### src/rtl/pam_mult_pkg.sv
// Shared constants and reference helpers for the pipelined approximate multiplier.
// The column-mask function is used by the RTL; the reference product is used by the bench.
package pam_mult_pkg;

   localparam int MAX_W  = 16;
   localparam int MAX_PW = 2 * MAX_W;

   localparam logic MODE_EXACT  = 1'b0;
   localparam logic MODE_APPROX = 1'b1;

   typedef struct packed {
      logic [MAX_PW-1:0] z;
      logic              sat;
   } ref_res_t;

   // Bit k set when product column k survives truncation (k >= trunc, k < 2w).
   function automatic logic [MAX_PW:0] col_mask(input int w, input int trunc);
      logic [MAX_PW:0] m;
      m = '0;
      for (int k = 0; k < 2 * w; k++) begin
         if (k >= trunc) m[k] = 1'b1;
      end
      return m;
   endfunction

   function automatic ref_res_t approx_ref(input int w, input int trunc,
                                           input logic [MAX_PW-1:0] comp,
                                           input logic [MAX_W-1:0] x,
                                           input logic [MAX_W-1:0] y,
                                           input logic mode);
      logic [MAX_PW+1:0] acc;
      logic [MAX_PW+1:0] max_v;
      ref_res_t          r;
      r = '0;
      if (x == '0 || y == '0) return r;
      acc = '0;
      for (int i = 0; i < w; i++) begin
         for (int j = 0; j < w; j++) begin
            if (x[i] && y[j] && (mode == MODE_EXACT || i + j >= trunc))
               acc = acc + ((MAX_PW+2)'(1) << (i + j));
         end
      end
      if (mode == MODE_APPROX && trunc != 0) acc = acc + {2'b00, comp};
      max_v = ((MAX_PW+2)'(1) << (2 * w)) - 1'b1;
      if (acc > max_v) begin
         r.z   = max_v[MAX_PW-1:0];
         r.sat = 1'b1;
      end else begin
         r.z = acc[MAX_PW-1:0];
      end
      return r;
   endfunction

endpackage

### src/rtl/pam_pp_reduce.sv
// Masked partial-product generator with a 3:2 carry-save reduction to a sum/carry pair.
// Exact mode uses every column; approximate mode drops columns below TRUNC.
module pam_pp_reduce
   import pam_mult_pkg::*;
#(
   parameter int W     = 8,
   parameter int TRUNC = 7
) (
   input  logic [W-1:0]   i_x,
   input  logic [W-1:0]   i_y,
   input  logic           i_approx,
   output logic [2*W:0]   o_sum,
   output logic [2*W:0]   o_carry
);

   localparam int PW1 = 2 * W + 1;
   localparam logic [PW1-1:0] MASK = PW1'(col_mask(W, TRUNC));

   logic [PW1-1:0] w_mask;
   logic [PW1-1:0] w_pp;
   logic [PW1-1:0] w_s;
   logic [PW1-1:0] w_c;
   logic [PW1-1:0] w_ns;

   assign w_mask = (i_approx == MODE_APPROX) ? MASK : '1;

   // NOTE: every variable gets a default before the loop so no latch is inferred.
   always_comb begin
      w_pp = '0;
      w_s  = '0;
      w_c  = '0;
      w_ns = '0;
      for (int r = 0; r < W; r++) begin
         w_pp = ({{(W+1){1'b0}}, i_x & {W{i_y[r]}}} << r) & w_mask;
         w_ns = w_s ^ w_c ^ w_pp;
         w_c  = ((w_s & w_c) | (w_s & w_pp) | (w_c & w_pp)) << 1;
         w_s  = w_ns;
      end
   end

   assign o_sum   = w_s;
   assign o_carry = w_c;

endmodule

### src/rtl/pam_approx_mult_pipe.sv
// Three-stage valid/ready unsigned multiplier with per-beat exact/approximate mode,
// compensation, saturation, zero bypass and a delivered-result counter.
module pam_approx_mult_pipe
   import pam_mult_pkg::*;
#(
   parameter int W     = 8,
   parameter int TRUNC = 7,
   parameter int COMP  = 64,
   parameter int TAG_W = 4,
   parameter int CNT_W = 16
) (
   input  logic               clk,
   input  logic               rst,
   input  logic               in_valid,
   output logic               in_ready,
   input  logic [W-1:0]       x,
   input  logic [W-1:0]       y,
   input  logic               approx,
   input  logic [TAG_W-1:0]   in_tag,
   output logic               out_valid,
   input  logic               out_ready,
   output logic [2*W-1:0]     z,
   output logic [TAG_W-1:0]   out_tag,
   output logic               sat,
   output logic [CNT_W-1:0]   op_cnt
);

   localparam int PW = 2 * W;
   localparam logic [PW-1:0] COMP_V = PW'(COMP);

   logic               r_s1_valid, r_s2_valid, r_s3_valid;
   logic [W-1:0]       r_s1_x, r_s1_y;
   logic               r_s1_approx, r_s1_zero;
   logic [TAG_W-1:0]   r_s1_tag;
   logic [PW:0]        r_s2_sum, r_s2_carry;
   logic               r_s2_approx, r_s2_zero;
   logic [TAG_W-1:0]   r_s2_tag;
   logic [PW-1:0]      r_z;
   logic [TAG_W-1:0]   r_tag;
   logic               r_sat;
   logic [CNT_W-1:0]   r_cnt;

   logic               w_s1_en, w_s2_en, w_s3_en;
   logic [PW:0]        w_sum, w_carry, w_prod;
   logic [PW+1:0]      w_total;
   logic               w_comp_en, w_clamp, w_sat;
   logic [PW-1:0]      w_z;

   // Enables ripple back combinationally from out_ready: a stage loads when empty or draining.
   assign w_s3_en  = !r_s3_valid || out_ready;
   assign w_s2_en  = !r_s2_valid || w_s3_en;
   assign w_s1_en  = !r_s1_valid || w_s2_en;
   assign in_ready = w_s1_en;

   pam_pp_reduce #(.W(W), .TRUNC(TRUNC)) u_pp_reduce (
      .i_x      (r_s1_x),
      .i_y      (r_s1_y),
      .i_approx (r_s1_approx),
      .o_sum    (w_sum),
      .o_carry  (w_carry)
   );

   assign w_prod    = r_s2_sum + r_s2_carry;
   assign w_comp_en = (r_s2_approx == MODE_APPROX) && (TRUNC != 0);
   assign w_total   = {1'b0, w_prod} + (w_comp_en ? {2'b00, COMP_V} : '0);
   assign w_clamp   = |w_total[PW+1:PW];
   assign w_sat     = w_clamp && !r_s2_zero;
   assign w_z       = r_s2_zero ? '0 : (w_clamp ? '1 : w_total[PW-1:0]);

   always_ff @(posedge clk) begin
      if (rst) begin
         r_s1_valid <= 1'b0;
         r_s2_valid <= 1'b0;
         r_s3_valid <= 1'b0;
         r_z        <= '0;
         r_tag      <= '0;
         r_sat      <= 1'b0;
         r_cnt      <= '0;
      end else begin
         if (w_s1_en) r_s1_valid <= in_valid;
         if (w_s2_en) r_s2_valid <= r_s1_valid;
         if (w_s3_en) r_s3_valid <= r_s2_valid;
         if (w_s3_en && r_s2_valid) begin
            r_z   <= w_z;
            r_tag <= r_s2_tag;
            r_sat <= w_sat;
         end
         if (r_s3_valid && out_ready) r_cnt <= r_cnt + 1'b1;
      end
   end

   // NOTE: inner stage payloads are qualified by their valid bits, so they carry no reset.
   always_ff @(posedge clk) begin
      if (w_s1_en && in_valid) begin
         r_s1_x      <= x;
         r_s1_y      <= y;
         r_s1_approx <= approx;
         r_s1_tag    <= in_tag;
         r_s1_zero   <= (x == '0) || (y == '0);
      end
      if (w_s2_en && r_s1_valid) begin
         r_s2_sum    <= w_sum;
         r_s2_carry  <= w_carry;
         r_s2_approx <= r_s1_approx;
         r_s2_tag    <= r_s1_tag;
         r_s2_zero   <= r_s1_zero;
      end
   end

   assign out_valid = r_s3_valid;
   assign z         = r_z;
   assign out_tag   = r_tag;
   assign sat       = r_sat;
   assign op_cnt    = r_cnt;

endmodule

### config.mk
export PLATFORM = sky130hd
export DESIGN_NAME = pam_approx_mult_pipe
export DESIGN_NICKNAME = d
export VERILOG_FILES = /design/src/rtl/pam_mult_pkg.sv /design/src/rtl/pam_pp_reduce.sv /design/src/rtl/pam_approx_mult_pipe.sv
export SDC_FILE = /design/constraint.sdc
export NUM_CORES = 1
export LEC_CHECK = 0
export ABC_AREA = 1
export CAP_MARGIN = 20
export CORE_MARGIN = 2
export CORE_UTILIZATION = 55
export CTS_BUF_LIST = sky130_fd_sc_hd__clkbuf_2
export DETAILED_ROUTE_END_ITERATION = 7
export PLACE_DENSITY = 0.79
export SETUP_SLACK_MARGIN = 0.1
export SYNTH_ARGS = -nofsm -noshare
export SYNTH_HDL_FRONTEND = slang
export SYNTH_SLANG_ARGS = --single-unit
### constraint.sdc
create_clock -name clk -period 5.1 [get_ports clk]
set_input_delay 0.765 -clock clk [delete_from_list [all_inputs] [get_ports clk]]
set_output_delay 0.765 -clock clk [all_outputs]
set_load 0.02 [all_outputs]
* Yosys cells after proc, flatten, opt, wreduce, memory -nomap -nowiden *
Cells that the tools add are included.

word-level totals
  register bits = 101
  input port bits = 25
  output and inout port bits = 39
  logic and storage cells = 100

cells by class
  add/subtract/negate cells = 3
  multiplexer cells = 4
  bitwise gates (word level) = 60
  reductions and logical operators = 16

operators by type and width
  operator                                       number
  AND 16 bit                                     19
  bitwise XOR 17 bit                             13
  bitwise OR 16 bit                              12
  AND 8 bit                                      8
  two-way mux 16 bit                             2
  adder 17 x 7 -> 18 bit                         1
  adder 17 bit                                   1
  AND 10 x 17 -> 17 bit                          1
  AND 11 x 17 -> 17 bit                          1
  AND 12 x 17 -> 17 bit                          1
  AND 13 x 17 -> 17 bit                          1
  AND 14 x 17 -> 17 bit                          1
  AND 15 x 17 -> 17 bit                          1
  AND 8 x 17 -> 17 bit                           1
  AND 9 x 17 -> 17 bit                           1
  two-way mux 17 bit                             1
  adder 16 x 1 -> 16 bit, second input constant  1
  logical NOT 8 bit                              2
  two-way mux 7 bit                              1
  logical AND 1 bit                              5
  logical NOT 1 bit                              4
  logical OR 1 bit                               4
  OR reduction 2 bit                             1

* Longest topological paths before layout *
Gate-level depths: netlist of run 1.

  depth after elaboration = 21
  depth in mapped cells = 14
  depth with buffers taken out = 14

* Cells and area by module *
A second synthesis of run 1 with hierarchy kept.

unflattened totals
  cell total of the unflattened synthesis = 740
  area, all modules = 6480.0 µm²

modules (own cells, without submodules)
  module                times used  cells each  area each (µm²)  sequential area each (µm²)
  pam_approx_mult_pipe  1           529         4778.3           2662.6
  pam_pp_reduce         1           211         1701.6           0.0

* Worst setup path before layout of run 1 *
No wires, ideal clock.

  kind = register -> register
  start point = register r_s1_approx
  end point = register r_s2_sum[7], data pin
  library setup time = 0.269 ns
  arrival = 4.109 ns
  data required time = 4.831 ns
  setup slack = 0.722 ns
  cell stages (with the launch flop) = 14
  buffers on the path = 1
  clock period less this slack = 4.378 ns
  path through = edfxtp_1 -> clkbuf_1 -> nor3_1 -> ha_1 -> inv_1 -> fa_1 -> fa_1 -> inv_1 -> fa_1 -> inv_1 -> fa_1 -> fa_1 -> inv_1 -> fa_1

between the ends
  longest elaborated chain between the ends = 20
  elaborated cells between the ends (all ways) = 47
  those cells by class = 1 x mux; 46 x bitwise

RTL lines
  element                                                       line                                      text
  start: declaration                                            pam_approx_mult_pipe.sv:33                logic r_s1_approx, r_s1_zero;
  start signal: assignment                                      pam_approx_mult_pipe.sv:97                r_s1_approx <= approx;
  two-way mux 17 bit *                                          pam_pp_reduce.sv:25                       assign w_mask = (i_approx == MODE_APPROX) ? MASK : '1;
  AND 8 x 17 -> 17 bit or AND 9 x 17 -> 17 bit (tied branches)  pam_pp_reduce.sv:34                       w_pp = ({{(W+1){1'b0}}, i_x & {W{i_y[r]}}} << r) & w_mask;
  bitwise XOR 17 bit or AND 16 bit (tied branches)              pam_pp_reduce.sv:35, pam_pp_reduce.sv:36
  AND 16 bit                                                    pam_pp_reduce.sv:36                       w_c = ((w_s & w_c) | (w_s & w_pp) | (w_c & w_pp)) << 1;
  bitwise OR 16 bit (2 in series)                               pam_pp_reduce.sv:36
  AND 16 bit                                                    pam_pp_reduce.sv:36
  bitwise OR 16 bit (2 in series)                               pam_pp_reduce.sv:36
  AND 16 bit                                                    pam_pp_reduce.sv:36
  bitwise OR 16 bit (2 in series)                               pam_pp_reduce.sv:36
  AND 16 bit                                                    pam_pp_reduce.sv:36
  bitwise OR 16 bit (2 in series)                               pam_pp_reduce.sv:36
  AND 16 bit                                                    pam_pp_reduce.sv:36
  bitwise OR 16 bit (2 in series)                               pam_pp_reduce.sv:36
  bitwise XOR 17 bit * (2 in series)                            pam_pp_reduce.sv:35                       w_ns = w_s ^ w_c ^ w_pp;
  named net u_pp_reduce.o_sum[7]                                pam_pp_reduce.sv:12                       output logic [2*W:0] o_sum,
  end signal: assignment                                        pam_approx_mult_pipe.sv:102               r_s2_sum <= w_sum;
  end: declaration                                              pam_approx_mult_pipe.sv:35                logic [PW:0] r_s2_sum, r_s2_carry;

The timed path passes the listed nets; every way through them passes the cells marked *.
A chain may end at the register's enable or synchronous reset.

* Worst setup path in the final report of run 1 *
Ends and elaborated chain as after synthesis.

==> summary.md, run 1 <==
| Metric | Value |
|---|---|
| Status | `complete, no violations` |
| Max transition margin | `43.15%` |
| Flop pwr share | `50.9%` |
| Worst-path cell with the longest stage delay | `edfxtp_1` |
| Warnings from Yosys | `0` |
| Syn avg cell area | `9.521 um^2` |
| EDFF count, synth | `50` |
| Clock Power Share | `23.9%` |
| Max FO, Critical Path | `12` |
| Synth Area in XOR/XNOR | `0.5036%` |
| Synthesized instance count | `548` |
| Largest net degree at the start of global routing | `29` |
| Max Cap Violations | `0` |
| Setup TNS | `0 ns` |
| Worst-Skew Late Latency | `0.58 ns` |
| Mux share of post-synthesis cell area | `0%` |
| Number of global-route vias before repair | `3694` |
| Worst EP required | `5.45 ns` |
| Root Buffer | `clkbuf_2` |
| Initial core utilization | `56.47%` |
| # resized after CTS | `0` |
| Worst hold stages | `0` |
| Hold Slack | `0.4335 ns` |
| Final hold vios | `0` |
| Most used cell along the critical path | `fa_1` |
| Distinct cells, synth | `34` |
| Worst Reg-to-Reg Cells | `14` |
| Initial antenna violation count | `0` |
| Main synth FF type | `edfxtp_1` |
| Post-synthesis sequential area ratio | `44.12%` |
| First-pass DRT Iterations | `4` |
| Postcts setup bufs | `0` |
| Placed insts | `725` |
| Post-Layout Cell Count | `742` |
| Setup Viol. Count Final | `0` |
| Drt drc | `0` |
| HPWL Detailed | `7322 um` |
| Die ar. | `0.01028 mm^2` |
| Final slew viol count | `0` |
| Power Dens Cells | `276.0 mW/mm^2` |
| Combinational Power Share | `25.3%` |
| Reg-to-reg endpoint | `r_s2_sum[7]$_DFFE_PP_` |
| Skew final | `0.03602 ns` |
| Post-DP Area | `0.005948 mm^2` |
| DR WL/cell | `12.63 um` |
| Final instance area | `0.006111 mm^2` |
| Sequential cell area | `0.002302 mm^2` |
| Clock buffer depth | `2` |
| Post-route setup slack | `0.3387 ns` |
| Layout area overhead | `17.12%` |
| Routed vias/inst | `5.023` |
| Yosys top cell by area | `edfxtp_1` |
| Share of the synthesized area in the top cell type | `28.78%` |
| Synthesized area | `0.005218 mm^2` |
| Fill cell count | `746` |
| Seq cells post-synth | `90` |
| Crit path largest cell delay | `0.65 ns` |
| Crit Path Class | `reg2reg` |
| Complex-gate fraction of the synthesized area | `7.746%` |
| Synth top cells by count | `nand2_1, inv_1, edfxtp_1, fa_1, nor2_1` |
| Post-synthesis async set-or-reset flop share | `0%` |
| Post-detailed-route count of antenna-violating nets | `0` |
| Slew @ Worst Pin | `0.8507 ns` |
| Period utilisation layout | `93.36%` |
| First-pass GRT wire length | `16120 um` |
| CP Launch Type | `register` |
| Die width | `101.4 um` |
| Num CTS Buffers | `9` |
| Reg-to-reg startpoint | `r_s1_approx$_DFFE_PP_` |
| Synth top area cells | `edfxtp_1, fa_1, dfxtp_1` |
| Switching part of the total | `32.69%` |
| Post-Synth Adder-Cell Area | `20.58%` |
| Cell Rows | `35` |
| CTS sink cnt | `90` |
| Worst-path clk slew | `0.29 ns` |
| Port bufs | `63` |
| Multi-input logic area | `0.002471 mm^2` |
| R2R setup slack | `0.34 ns` |
| Clock period minus worst slack | `4.761 ns` |
| GP Congestion | `0.8547` |
| Fmax | `0.2100 GHz` |
| Syn nets | `633` |
| VDD IR-drop max | `0.1608 mV` |
| Final WL | `9369 um` |
| Vias after detailed routing | `3727` |
| DR iter-0 viols | `139` |
| Worst Hold End | `r_s2_tag[1]$_DFFE_PP_` |
| Count leader, synth | `nand2_1` |
| Diodes inserted | `0` |
| Worst hold path class | `reg2reg` |
| Hold Crit Start | `r_s1_tag[1]$_DFFE_PP_` |
| Crit-path cells | `inv_1 -> nand2_1 -> nor2_1 -> ha_1 -> inv_1 -> fa_1 -> fa_1 -> inv_1 -> fa_1 -> inv_1 -> fa_1 -> fa_1 -> inv_1 -> fa_1` |
| RSZ-0062 raised after global routing | `false` |
| Htree depth | `3` |
| Core area | `0.009240 mm^2` |
| CTS tree | `yes` |
| Share of layout cells above drive strength 1 | `8.157%` |
| Lkg Pwr | `0.002498 uW` |
| Simple-gate share of the synthesized area | `18.54%` |
| Die H | `101.4 um` |
| Crit end category | `register` |
| IO Pins | `64` |
| Psw | `551.4 uW` |
| Pint | `1135 uW` |
| Worst EP arrival | `5.11 ns` |
| # hold bufs at CTS | `0` |
| Global route total overflow | `0` |
| Final #Nets | `693` |
| Pre-CTS setup slack | `0.4123 ns` |
| All-layer global routing usage | `19.82%` |
| Largest family of logic cells by synthesized area | `adder cells` |
-- layout by cell type (no fill, tap or decap), types with 6 or more instances in the layout --
cell and count:
a21oi_1 24, a21oi_2 10, a22o_1 9, clkbuf_2 9
clkdlybuf4s50_1 63, dfxtp_1 40, edfxtp_1 50, fa_1 43
ha_1 17, inv_1 97, nand2_1 112, nand3_1 29
nor2_1 43, nor3_1 6, o21ai_0 13
-- worst max-delay path: cells and delay by family, from the launching register on --
family | cells | cell delay [ns]
AND/OR/NAND/NOR | 2 | 0.25
adder cells (fa/ha/maj) | 7 | 3.19
buffers and inverters | 5 | 0.44
flip-flops | 1 | 0.65
-- registers in the layout (all words and copies together) (netlist names) --
name,flops
op_cnt,16
z,16
r_s2_sum,15
r_s1_x,8
r_s1_y,8
r_s2_carry,7
out_tag,4
r_s1_tag,4
r_s2_tag,4
out_valid,1
r_s1_approx,1
r_s1_valid,1
r_s1_zero,1
r_s2_approx,1
r_s2_valid,1
r_s2_zero,1
sat,1
-- metal layers --
layer	share of wire, %	wire length [um]	vias to the layer above	track usage [%]
li1	-	-	1862	-
met1	46	4277	1779	25.72
met2	49	4637	74	33.47
met3	3.4	320	12	3.520
met4	1.4	134	0	7.484
met5	0	0	-	0
-- cell type report --
| class | count | share of cell area (%) |
|---|---|---|
| multi-input combinational | 342 | 40.44 |
| sequential | 90 | 37.67 |
| timing repair buffer | 65 | 10.89 |
| inverter | 100 | 6.143 |
| tap | 129 | 2.641 |
| clock inverter | 7 | 1.474 |
| clock buffer | 9 | 0.7371 |
-- stage by stage --
step	util [%]	total power (uW)
2_1_floorplan	-	1188
3_3_place_gp	64.37	1272
3_5_place_dp	64.37	1303
4_1_cts	65.84	1698
5_1_grt	66.13	1801
6_report	66.13	1687
-- how the worst max path moves through the flow --
stage                     startpoint  slack [ns]                    end
2_1_floorplan  r_s1_approx$_DFFE_PP_        0.72  r_s2_sum[7]$_DFFE_PP_
3_3_place_gp   r_s1_approx$_DFFE_PP_        0.56  r_s2_sum[7]$_DFFE_PP_
3_5_place_dp   r_s1_approx$_DFFE_PP_        0.41  r_s2_sum[7]$_DFFE_PP_
4_1_cts        r_s1_approx$_DFFE_PP_        0.34  r_s2_sum[7]$_DFFE_PP_
5_1_grt        r_s1_approx$_DFFE_PP_        0.14  r_s2_sum[7]$_DFFE_PP_
6_report       r_s1_approx$_DFFE_PP_        0.34  r_s2_sum[7]$_DFFE_PP_
-- cell families after synthesis --
group	after synthesis
AND/OR/NAND/NOR	216
XOR/XNOR	3
buffers and inverters	116
flip-flops	90
AO/OA/AOI/OAI	63
adder cells (fa/ha/maj)	60
-- power by group through the flow --
stage	clock [uW]	combinational [uW]	sequential, uW
2_1_floorplan	0	321	867
4_1_cts	409	430	859
6_report	403	426	858
5_1_grt	441	495	864
3_3_place_gp	0	400	872
3_5_place_dp	0	428	874
Power figures use the tool's default switching activity.
==> run 2, diff against run 1 <==
--- a/config.mk
+++ b/config.mk
@@ -6,7 +6,7 @@
 export NUM_CORES = 1
 export LEC_CHECK = 0
 export ABC_AREA = 1
-export CAP_MARGIN = 20
+export CAP_MARGIN = 10
 export CORE_MARGIN = 2
 export CORE_UTILIZATION = 55
 export CTS_BUF_LIST = sky130_fd_sc_hd__clkbuf_2
==> run 2 against run 1 <==
Hold slack worse by 0.0039 ns. Critical path type unchanged. Clock power about the same. Die area unchanged. Non-clock buffer count down 1. Critical endpoint unchanged. Highest routed layer unchanged.
==> summary.md, run 2 (synthesis results as in run 1) <==
| Metric | Value |
|---|---|
| Final slew viol count | `0` |
| R2R setup slack | `0.35 ns` |
| VDD IR-drop max | `0.1609 mV` |
| Clock buffer depth | `2` |
| Root Buffer | `clkbuf_2` |
| CP startpoint | `r_s1_approx$_DFFE_PP_` |
| Slew @ Worst Pin | `1.059 ns` |
| Setup Viol. Count Final | `0` |
| Routed vias/inst | `5.054` |
| Final hold vios | `0` |
| Fill cell count | `750` |
| CTS tree | `yes` |
| Diodes inserted | `0` |
| Post-DP Area | `0.005948 mm^2` |
| Clock period minus worst slack | `4.755 ns` |
| Core area | `0.009240 mm^2` |
| Pint | `1134 uW` |
| All-layer global routing usage | `19.82%` |
| Worst-path clk slew | `0.30 ns` |
| CTS sink cnt | `90` |
| First-pass DRT Iterations | `4` |
| Vias after detailed routing | `3745` |
| Status | `complete, no violations` |
| RSZ-0062 raised after global routing | `false` |
| Final #Nets | `692` |
| Worst hold stages | `0` |
| Worst EP arrival | `5.09 ns` |
| Worst EP required | `5.44 ns` |
| Switching part of the total | `32.65%` |
| Reg-to-reg startpoint | `r_s1_approx$_DFFE_PP_` |
| Period utilisation layout | `93.23%` |
| Max Cap Violations | `0` |
| Global route total overflow | `0` |
| Skew final | `0.03880 ns` |
| Commonest non-fill, non-tap cell in the layout | `nand2_1` |
| Combinational Power Share | `25.2%` |
| HPWL Detailed | `7322 um` |
| Cell Rows | `35` |
| Psw | `549.5 uW` |
| Share of layout cells above drive strength 1 | `8.007%` |
| First-pass GRT wire length | `16120 um` |
| Worst-Skew Late Latency | `0.57 ns` |
| Worst hold path class | `reg2reg` |
| Initial core utilization | `56.47%` |
| Power Dens Cells | `276.7 mW/mm^2` |
| Pre-CTS setup slack | `0.4123 ns` |
| Crit end category | `register` |
| Max transition margin | `29.32%` |
| # resized after CTS | `0` |
| Die width | `101.4 um` |
| GP Congestion | `0.8547` |
| Post-detailed-route count of antenna-violating nets | `0` |
| Drt drc | `0` |
| Crit Path Class | `reg2reg` |
| Htree depth | `3` |
| Worst Hold End | `r_s2_tag[1]$_DFFE_PP_` |
| IO Pins | `64` |
| Number of global-route vias before repair | `3694` |
| Worst Reg-to-Reg Cells | `14` |
| # hold bufs at CTS | `0` |
| Die H | `101.4 um` |
| Largest net degree at the start of global routing | `29` |
| DR iter-0 viols | `148` |
| Setup TNS | `0 ns` |
| Max FO, Critical Path | `12` |
| Initial antenna violation count | `0` |
| Die ar. | `0.01028 mm^2` |
| Flop pwr share | `51.0%` |
| CP Launch Type | `register` |
| Lkg Pwr | `0.002486 uW` |
| Clock Power Share | `23.8%` |
| Final instance area | `0.006083 mm^2` |
| Port bufs | `63` |
| Final WL | `9327 um` |
| DR WL/cell | `12.59 um` |
| Layout area overhead | `16.59%` |
| Reg-to-reg endpoint | `r_s2_sum[7]$_DFFE_PP_` |
| Fmax | `0.2103 GHz` |
| Num CTS Buffers | `9` |
| Hold Crit Start | `r_s1_tag[1]$_DFFE_PP_` |
| Postcts setup bufs | `0` |
| Most frequent cells in the layout | `nand2_1, inv_1, clkdlybuf4s50_1` |
| Post-route setup slack | `0.3452 ns` |
run 2: changes by cell type in the layout (fill, tap and decap cells not counted), sizes merged:
cell and change:
buf -1
run 2: layout make-up:
| class | count | area, um^2 | share of cell area, % |
|---|---|---|---|
| sequential | 90 | 2302 | 37.84 |
| clock inverter | 7 | 90.09 | 1.481 |
| clock buffer | 9 | 45.04 | 0.7404 |
| inverter | 100 | 375.4 | 6.170 |
| multi-input combinational | 342 | 2471 | 40.62 |
| tap | 129 | 161.4 | 2.653 |
| timing repair buffer | 64 | 638.1 | 10.49 |
run 2: worst max-delay path, cell delays in order (launching register included):
cell,delay (ns)
edfxtp_1,0.65
inv_1,0.21
nand2_1,0.19
nor2_1,0.06
ha_1,0.28
inv_1,0.05
fa_1,0.44
fa_1,0.52
inv_1,0.06
fa_1,0.53
inv_1,0.06
fa_1,0.44
fa_1,0.51
inv_1,0.06
fa_1,0.46
run 2: metal layers:
layer  up-vias  track usage [%]  wire, um
li1       1858                -         -
met1      1789            25.72      4267
met2        87            33.47      4584
met3        11            3.520       358
met4         0            7.484       117
met5         -                0         0
run 2: how the worst max path moves through the flow:
stage                                 end  slack (ns)
floorplan           r_s2_sum[7]$_DFFE_PP_        0.72
global placement    r_s2_sum[7]$_DFFE_PP_        0.56
detailed placement  r_s2_sum[7]$_DFFE_PP_        0.41
CTS                 r_s2_sum[7]$_DFFE_PP_        0.34
global route        r_s2_sum[7]$_DFFE_PP_        0.14
finish              r_s2_sum[7]$_DFFE_PP_        0.35
run 2: power groups by stage:
stage	Clock [uW]	Combinational, uW	Sequential (uW)
2_1_floorplan	0	321	867
3_3_place_gp	0	400	872
3_5_place_dp	0	428	874
4_1_cts	409	430	859
5_1_grt	441	492	865
6_report	401	424	858
run 2: metrics by stage:
stage	hold slack (ns)	std cells	util, %	power, uW
2_1_floorplan	0.4003	548	-	1188
3_3_place_gp	0.4059	725	64.37	1272
3_5_place_dp	0.4045	725	64.37	1303
4_1_cts	0.4315	741	65.84	1698
5_1_grt	0.4436	741	65.84	1798
6_report	0.4296	741	65.84	1683
==> run 3, diff against run 2 <==
--- a/config.mk
+++ b/config.mk
@@ -7,11 +7,13 @@
 export LEC_CHECK = 0
 export ABC_AREA = 1
 export CAP_MARGIN = 10
+export CELL_PAD_IN_SITES_DETAIL_PLACEMENT = 1
+export CELL_PAD_IN_SITES_GLOBAL_PLACEMENT = 2
 export CORE_MARGIN = 2
-export CORE_UTILIZATION = 55
+export CORE_UTILIZATION = 35
 export CTS_BUF_LIST = sky130_fd_sc_hd__clkbuf_2
 export DETAILED_ROUTE_END_ITERATION = 7
-export PLACE_DENSITY = 0.79
+export PLACE_DENSITY_LB_ADDON = 0.1
 export SETUP_SLACK_MARGIN = 0.1
 export SYNTH_ARGS = -nofsm -noshare
 export SYNTH_HDL_FRONTEND = slang
==> run 3 against run 2 <==
Worst setup slack improved by 0.074 ns. Largest cell class unchanged. Critical endpoint unchanged. Critical path type unchanged. Combinational power rose by 2%. Clock power fell by 8.7%.
==> summary.md, run 3 (synthesis results as in run 1) <==
| Metric | Value |
|---|---|
| Num CTS Buffers | `9` |
| Max transition margin | `31.55%` |
| Post-detailed-route count of antenna-violating nets | `0` |
| Drt drc | `0` |
| Final hold vios | `0` |
| Power Dens Cells | `270.9 mW/mm^2` |
| Layout area overhead | `17.58%` |
| Core area | `0.01453 mm^2` |
| Max Cap Violations | `0` |
| Final slew viol count | `0` |
| Pwr Total | `1662 uW` |
| Lkg Pwr | `0.002479 uW` |
| Sum of buffers and inverters on the critical path | `5` |
| DR iter-0 viols | `106` |
| Worst EP required | `5.46 ns` |
| Slew @ Worst Pin | `1.026 ns` |
| Psw | `537.9 uW` |
| Crit-path cells | `inv_1 -> nand2_1 -> nor2_1 -> ha_1 -> inv_1 -> fa_1 -> fa_1 -> inv_1 -> fa_1 -> inv_1 -> fa_1 -> fa_1 -> inv_1 -> fa_1` |
| VDD IR-drop max | `0.2611 mV` |
| Setup TNS | `0 ns` |
| Worst Reg-to-Reg Cells | `14` |
| Worst hold path class | `reg2reg` |
| Port bufs | `63` |
| Clock period minus worst slack | `4.681 ns` |
| IO Pins | `64` |
| Post-route setup slack | `0.4188 ns` |
| RSZ-0062 raised after global routing | `false` |
| Period utilisation layout | `91.79%` |
| Flop pwr share | `51.8%` |
| HPWL Detailed | `8951 um` |
| CTS sink cnt | `90` |
| Largest net degree at the start of global routing | `29` |
| Htree depth | `3` |
| Skew final | `0.04045 ns` |
| Crit end category | `register` |
| CP Launch Type | `register` |
| Worst-path cell with the longest stage delay | `edfxtp_1` |
| Most used cell along the critical path | `fa_1` |
| Vias after detailed routing | `3728` |
| All-layer global routing usage | `15.19%` |
| CTS tree | `yes` |
| Max FO, Critical Path | `12` |
| Final #Nets | `692` |
| Worst-path clk slew | `0.26 ns` |
| Die width | `126.1 um` |
| Switching part of the total | `32.37%` |
| Most frequent cells in the layout | `nand2_1, inv_1, clkdlybuf4s50_1` |
| Clock Power Share | `22.0%` |
| Die ar. | `0.01590 mm^2` |
| # hold bufs at CTS | `0` |
| First-pass GRT wire length | `19370 um` |
| Initial core utilization | `35.90%` |
| Crit path depth | `14` |
| Postcts setup bufs | `0` |
| Share of layout cells above drive strength 1 | `7.843%` |
| Root Buffer | `clkbuf_2` |
| Worst-Skew Late Latency | `0.57 ns` |
| Family with the most delay on the worst path | `adder cells` |
| Crit Path Class | `reg2reg` |
| GP Congestion | `0.7759` |
| DR WL/cell | `13.94 um` |
| Combinational Power Share | `26.1%` |
| Initial antenna violation count | `1` |
| # resized after CTS | `0` |
| Die H | `126.1 um` |
| Fmax | `0.2136 GHz` |
| Commonest non-fill, non-tap cell in the layout | `nand2_1` |
| Final WL | `11110 um` |
| Crit path largest cell delay | `0.64 ns` |
| Pint | `1124 uW` |
| Setup Viol. Count Final | `0` |
| Worst hold stages | `0` |
| Routed vias/inst | `4.678` |
| Status | `complete, no violations` |
| Worst EP arrival | `5.05 ns` |
| Cell Rows | `44` |
| First-pass DRT Iterations | `4` |
| Global route total overflow | `0` |
| Number of global-route vias before repair | `4102` |
| Pre-CTS setup slack | `0.3583 ns` |
| Clock buffer depth | `2` |
[run 3: cell type report]
type                    count  area, um^2
diodes                      1       2.502
clock buffers              10       50.05
clock inverters             6       65.06
fillers                  1695        8399
inverters                 100       375.4
multi-input cells         342        2471
flip-flops and latches     90        2302
well taps                 184       230.2
repair buffers             64       638.1
[run 3: through the flow]
stage / util [%] / hold WS (ns) / area (um^2) / cells
final: 42.21 / 0.4566 / 6135 / 797
after global routing: 42.21 / 0.4759 / 6135 / 797
after CTS: 42.19 / 0.4579 / 6132 / 796
after detailed placement: 41.40 / 0.4090 / 6017 / 780
after global placement: 41.40 / 0.4036 / 6017 / 780
after floorplan: - / 0.4003 / 5218 / 548
[run 3: power groups by stage]
stage,clock network [uW],logic [uW],registers (uW)
floorplan,0,321,867
global placement,0,431,876
detailed placement,0,450,878
CTS,393,450,863
global route,421,515,868
finish,366,434,861
[run 3: worst paths after layout]
kind / from / endpoint / slack, ns
setup reg to reg: r_s1_approx$_DFFE_PP_ / r_s2_sum[7]$_DFFE_PP_ / 0.42
hold / removal: r_s1_zero$_DFFE_PP_ / r_s2_zero$_DFFE_PP_ / 0.46
setup / recovery: r_s1_approx$_DFFE_PP_ / r_s2_sum[7]$_DFFE_PP_ / 0.42
hold reg to reg: r_s1_zero$_DFFE_PP_ / r_s2_zero$_DFFE_PP_ / 0.46
[run 3: routing by layer]
layer	routed length [um]	share of wire (%)	track usage, %
met1	5268	47	19.51
met2	5381	48	25.62
met5	0	0	0
met3	312	2.8	3.229
met4	147	1.3	5.042
